### src/rtl/mod_port.sv
// rtl/mod_port.sv - single-clock FIFO with wrap-bit pointers, occupancy flags and overflow/underflow pulses
module mod_port #(
    parameter int DATA_W   = 8,
    parameter int DEPTH    = 16,
    parameter int AF_LEVEL = DEPTH - 2,
    parameter int AE_LEVEL = 2
) (
    input  logic                     wclk,
    input  logic                     wrst,
    input  logic [DATA_W-1:0]        wData,
    input  logic                     winc,
    input  logic                     rinc,
    output logic [DATA_W-1:0]        rData,
    output logic                     wFull,
    output logic                     rEmpty,
    output logic                     wAlmostFull,
    output logic                     rAlmostEmpty,
    output logic [$clog2(DEPTH):0]   count,
    output logic                     overflow,
    output logic                     underflow
);

    localparam int AW = $clog2(DEPTH);
    localparam logic [AW:0] AF_CNT = (AW+1)'(AF_LEVEL);
    localparam logic [AW:0] AE_CNT = (AW+1)'(AE_LEVEL);

    logic [AW:0]       wPtr;
    logic [AW:0]       rPtr;
    logic [DATA_W-1:0] mem [DEPTH];
    logic              doWrite;
    logic              doRead;

    assign rEmpty       = (wPtr == rPtr);
    assign wFull        = (wPtr[AW-1:0] == rPtr[AW-1:0]) && (wPtr[AW] != rPtr[AW]);
    assign count        = wPtr - rPtr;
    assign wAlmostFull  = (count >= AF_CNT);
    assign rAlmostEmpty = (count <= AE_CNT);

    // A simultaneous read frees the slot the write lands in, so a full FIFO still accepts it.
    assign doRead  = rinc && !rEmpty;
    assign doWrite = winc && (!wFull || rinc);

    always_ff @(posedge wclk or negedge wrst) begin
        if (!wrst) begin
            wPtr      <= '0;
            rPtr      <= '0;
            rData     <= '0;
            overflow  <= 1'b0;
            underflow <= 1'b0;
        end else begin
            if (doWrite) wPtr <= wPtr + 1'b1;
            if (doRead) begin
                rPtr  <= rPtr + 1'b1;
                rData <= mem[rPtr[AW-1:0]];
            end
            overflow  <= winc && wFull && !rinc;
            underflow <= rinc && rEmpty;
        end
    end

    // Storage is not reset; stale words are unreachable once the pointers clear.
    always_ff @(posedge wclk) begin
        if (doWrite) mem[wPtr[AW-1:0]] <= wData;
    end

endmodule

### config.mk
export PLATFORM = sky130hd
export DESIGN_NAME = mod_port
export DESIGN_NICKNAME = d
export VERILOG_FILES = /design/src/rtl/mod_port.sv
export SDC_FILE = /design/constraint.sdc
export NUM_CORES = 1
export LEC_CHECK = 0
export ABC_AREA = 1
export CORE_MARGIN = 2
export CORE_UTILIZATION = 46
export DETAILED_ROUTE_END_ITERATION = 10
export PLACE_DENSITY = 0.62
export SYNTH_ARGS = -nofsm -noshare
export SYNTH_HDL_FRONTEND = slang
export SYNTH_SLANG_ARGS = --single-unit
### constraint.sdc
create_clock -name wclk -period 4.6 [get_ports wclk]
set_input_delay 1.15 -clock wclk [delete_from_list [all_inputs] [get_ports wclk]]
set_output_delay 1.15 -clock wclk [all_outputs]
set_load 0.02 [all_outputs]
==> metrics.md <==
| Metric | Value |
|---|---|
| Cells on Worst Hold Path | 2 |
| # fillers | 1197 |
| Fmax | 241 MHz |
| Leak | 3.17 nW |
| Design area | 7580 um2 |
| Setup tns final | 0 ns |
| Hold slack final | 0.537 ns |
| Vias in the first global route | 4220 |
| Sequential cell area | 4350 um2 |
| Port Buffers | 30 |
| Sw frac | 37.5% |
| Detailed-router iteration count before antenna repair | 5 |
| Initial Util | 47.3% |
| RSZ-0062 raised after global routing | no |
| Num CTS Buffers | 17 |
| Post-synth cell types | 24 |
| Net switching power | 1.96 mW |
| Status | finished clean |
| Post-synth EDFFs | 128 |
| Cts hold-fix bufs | 0 |
| Final setup fails | 0 |
| GR Overflow Total | 0 |
| Final nets | 681 |
| RePlAce Congestion | 0.843 |
| Die height | 123 um |
| Main combinational cell family by area after synthesis | simple AND/OR/NAND/NOR gates |
| Synth area leaders | edfxtp_1 59%, nand2_1 9.8%, dfrtp_1 7.6%, nand3_1 7.1%, inv_1 5.4% |
| Core ar. | 13900 um2 |
| CTS root buffer | clkbuf_16 |
| Largest net degree at the start of global routing | 68 |
| Crit Reg-Reg Startpoint | rPtr[2] |
| Cell Chain, Critical Path | inv_1 -> ha_1 -> nand2_2 -> o21ai_0 -> xor2_1 -> nand2_1 -> nor2_1 -> clkdlybuf4s50_1 |
| First-pass GRT wire length | 22800 um |
| Share of the synthesized area in the top cell type | 58.6% |
| Dpl hpwl | 9260 um |
| Simple logic cell fraction of the synthesized area | 20.6% |
| Asr flop ratio synth | 13.5% |
| Die X | 123 um |
| Clock Sinks | 148 |
| Boundary Pins | 31 |
| Finished Layout Cells | 852 |
| Internal power | 3.26 mW |
| HP Class | reg -> reg |
| Detail Route Antenna Nets | 0 |
| Skew final | 0.00742 ns |
| Syn Area/Cell | 10.4 um2 |
| Warning count from the yosys run | 0 |
| Final design utilization | 54.6% |
| Vias | 4244 |
| Delay-heaviest family, CP | buffers and inverters |
| Gr usage total | 21.2% |
| Comb pwr share | 38.8% |
| Final worst path period share | 90.1% |
| Least-Margin Pin Slew | 1.14 ns |
| Net count after synthesis | 654 |
| WP data required | 3.45 ns |
| CTS tree | done |
| Part of the power in the clock network | 27.4% |
| ANT cells | 0 |
| Reg2reg setup slack | 1.69 ns |
| Synthesis-to-finish area growth | 15.5% |
| Crit path largest cell delay | 0.61 ns |
| XOR/XNOR share of the synthesized area | 1.20% |
| Critical path arrival | 3.00 ns |
| Area leader, netlist | edfxtp_1 |
| Critical Path Source Type | register |
| Post-route minimum period | 4.15 ns |
| Drt total wl | 14700 um |
| Synth Instances | 632 |
| Setup Crit Path Kind | reg -> out |
| Placed cell areas | 6970 um2 |
| Setup Fix Bufs, Post-CTS | 0 |
| Peak supply drop | 0.000341 V |
| Rows | 43 |
| Top FF cell, synth | edfxtp_1 |
| Hold Crit Start | wPtr[4] |
| Cell depth of the worst setup path | 8 |
| Compound-cell area share of the yosys netlist | 1.95% |
| Mux cell area share after synthesis | 0% |
| Reg2reg end | mem[2][0] |
| Synthesized area | 6560 um2 |
| Critical-path top delay cell | clkdlybuf4s50_1 |
| Buf+Inv Stages, Crit Path | 2 |
| Adder-cell share of the synthesized area | 2.02% |
| Sequential-to-total area share from yosys stat | 66.2% |
| Worst-path clk slew | 0.06 ns |
| Die ar. | 15200 um2 |
| Depth of the CTS H-tree | 4 |
| CP Max Fanout | 11 |
| Vias/cell | 4.98 |
| Slew Limit Fails | 0 |
| Drt initial violations | 368 |
| Routed len/inst | 17.2 um |
| R2R cell count | 11 |
| Antenna violations before repair | 0 |
| Dpl cells | 820 |
| Layout cells sized above 1 | 7.89% |
| DRC | 0 |
| #FFs+latches synth | 148 |
| Sequential power share | 33.8% |
| Post-CTS sizing | 0 |
| CP Capture Type | output pin |
| Worst-case clock buffer depth | 2 |
| Multi-input logic area | 1690 um2 |
| Max-cap check violation count | 0 |
| Clock Latency Late Sink | 0.43 ns |
| Slew margin rel. | 24.0% |
| PD cells | 688 nW/um2 |
| Number of hold violations in the final report | 0 |
| Worst Hold End | wPtr[4] |
==> layout by cell type (no fill, tap or decap), drive strengths merged <==
master and n:
dfrtp 20, clkinv 9, nand3 94, o21bai 1, buf 3, bufinv 4
clkbuf 17, fa 1, nor2 38, nand2 182, clkinvlp 4, inv 99
o21ai 5, a21oi 19, edfxtp 128, xor2 9, ha 9, clkdlybuf4s50 30
==> synthesized netlist by cell type, types with 3 or more instances <==
library cell	instances
a21oi_1	19
buf_2	17
buf_4	4
dfrtp_1	20
edfxtp_1	128
ha_1	9
inv_1	95
inv_2	3
nand2_1	172
nand2_2	8
nand3_1	93
nor2_1	36
o21ai_1	3
xor2_1	9
==> tightest hold or removal path, cell delays in order (launching register included) <==
cell	delay, ns
dfrtp_1	0.36
o21ai_0	0.09
nand2_1	0.06
==> area by class of cell <==
type                            instances  share of cell area, %
Clock inverter                         15                   2.49
Tap cell                              180                   2.97
Inverter                              101                   5.03
Sequential cell                       148                   57.3
Timing Repair Buffer                   33                   4.26
Multi-Input combinational cell        358                   22.3
Clock buffer                           17                   5.61
==> cells by family after synthesis <==
kind of cell,after synthesis
xor+xnor,9
flops,148
buf+inv,126
compound gates,25
simple gates,314
fa+ha+maj,10
==> routing by layer <==
layer / up-vias / track usage, % / share of wire (%)
met5: - / 0 / 0
met4: 0 / 5.26 / 1.2
met3: 17 / 5.90 / 5.3
li1: 2104 / - / -
met1: 2041 / 28.7 / 45
met2: 82 / 33.9 / 48
==> power by group through the flow <==
stage / Clock, mW / Combinational (mW) / Sequential, mW
after floorplan: 0 / 1.34 / 1.80
after global placement: 0 / 2.00 / 1.78
after detailed placement: 0 / 2.04 / 1.79
after CTS: 1.45 / 2.04 / 1.76
after global routing: 1.50 / 2.24 / 1.78
final: 1.43 / 2.03 / 1.76
==> state kept, by name, summed over array words and instances, names as in the netlist <==
register / flops
overflow: 1
mem: 128
wPtr: 5
underflow: 1
rPtr: 5
rData: 8
==> how the worst max path moves through the flow <==
stage,start,end,slack (ns)
6_report,rPtr[2],rAlmostEmpty,0.45
5_1_grt,rPtr[2],rAlmostEmpty,0.22
4_1_cts,rPtr[2],rAlmostEmpty,0.47
3_5_place_dp,rPtr[2],rAlmostEmpty,0.93
3_3_place_gp,rPtr[2],rAlmostEmpty,0.98
2_1_floorplan,wPtr[0],wAlmostFull,1.44
==> per-stage QoR <==
step | power, mW | setup WS (ns)
CTS | 5.25 | 0.469
detailed placement | 3.83 | 0.926
floorplan | 3.14 | 1.44
global route | 5.53 | 0.221
global placement | 3.78 | 0.981
finish | 5.22 | 0.454
No activity file was read; power rests on OpenSTA's default activity.
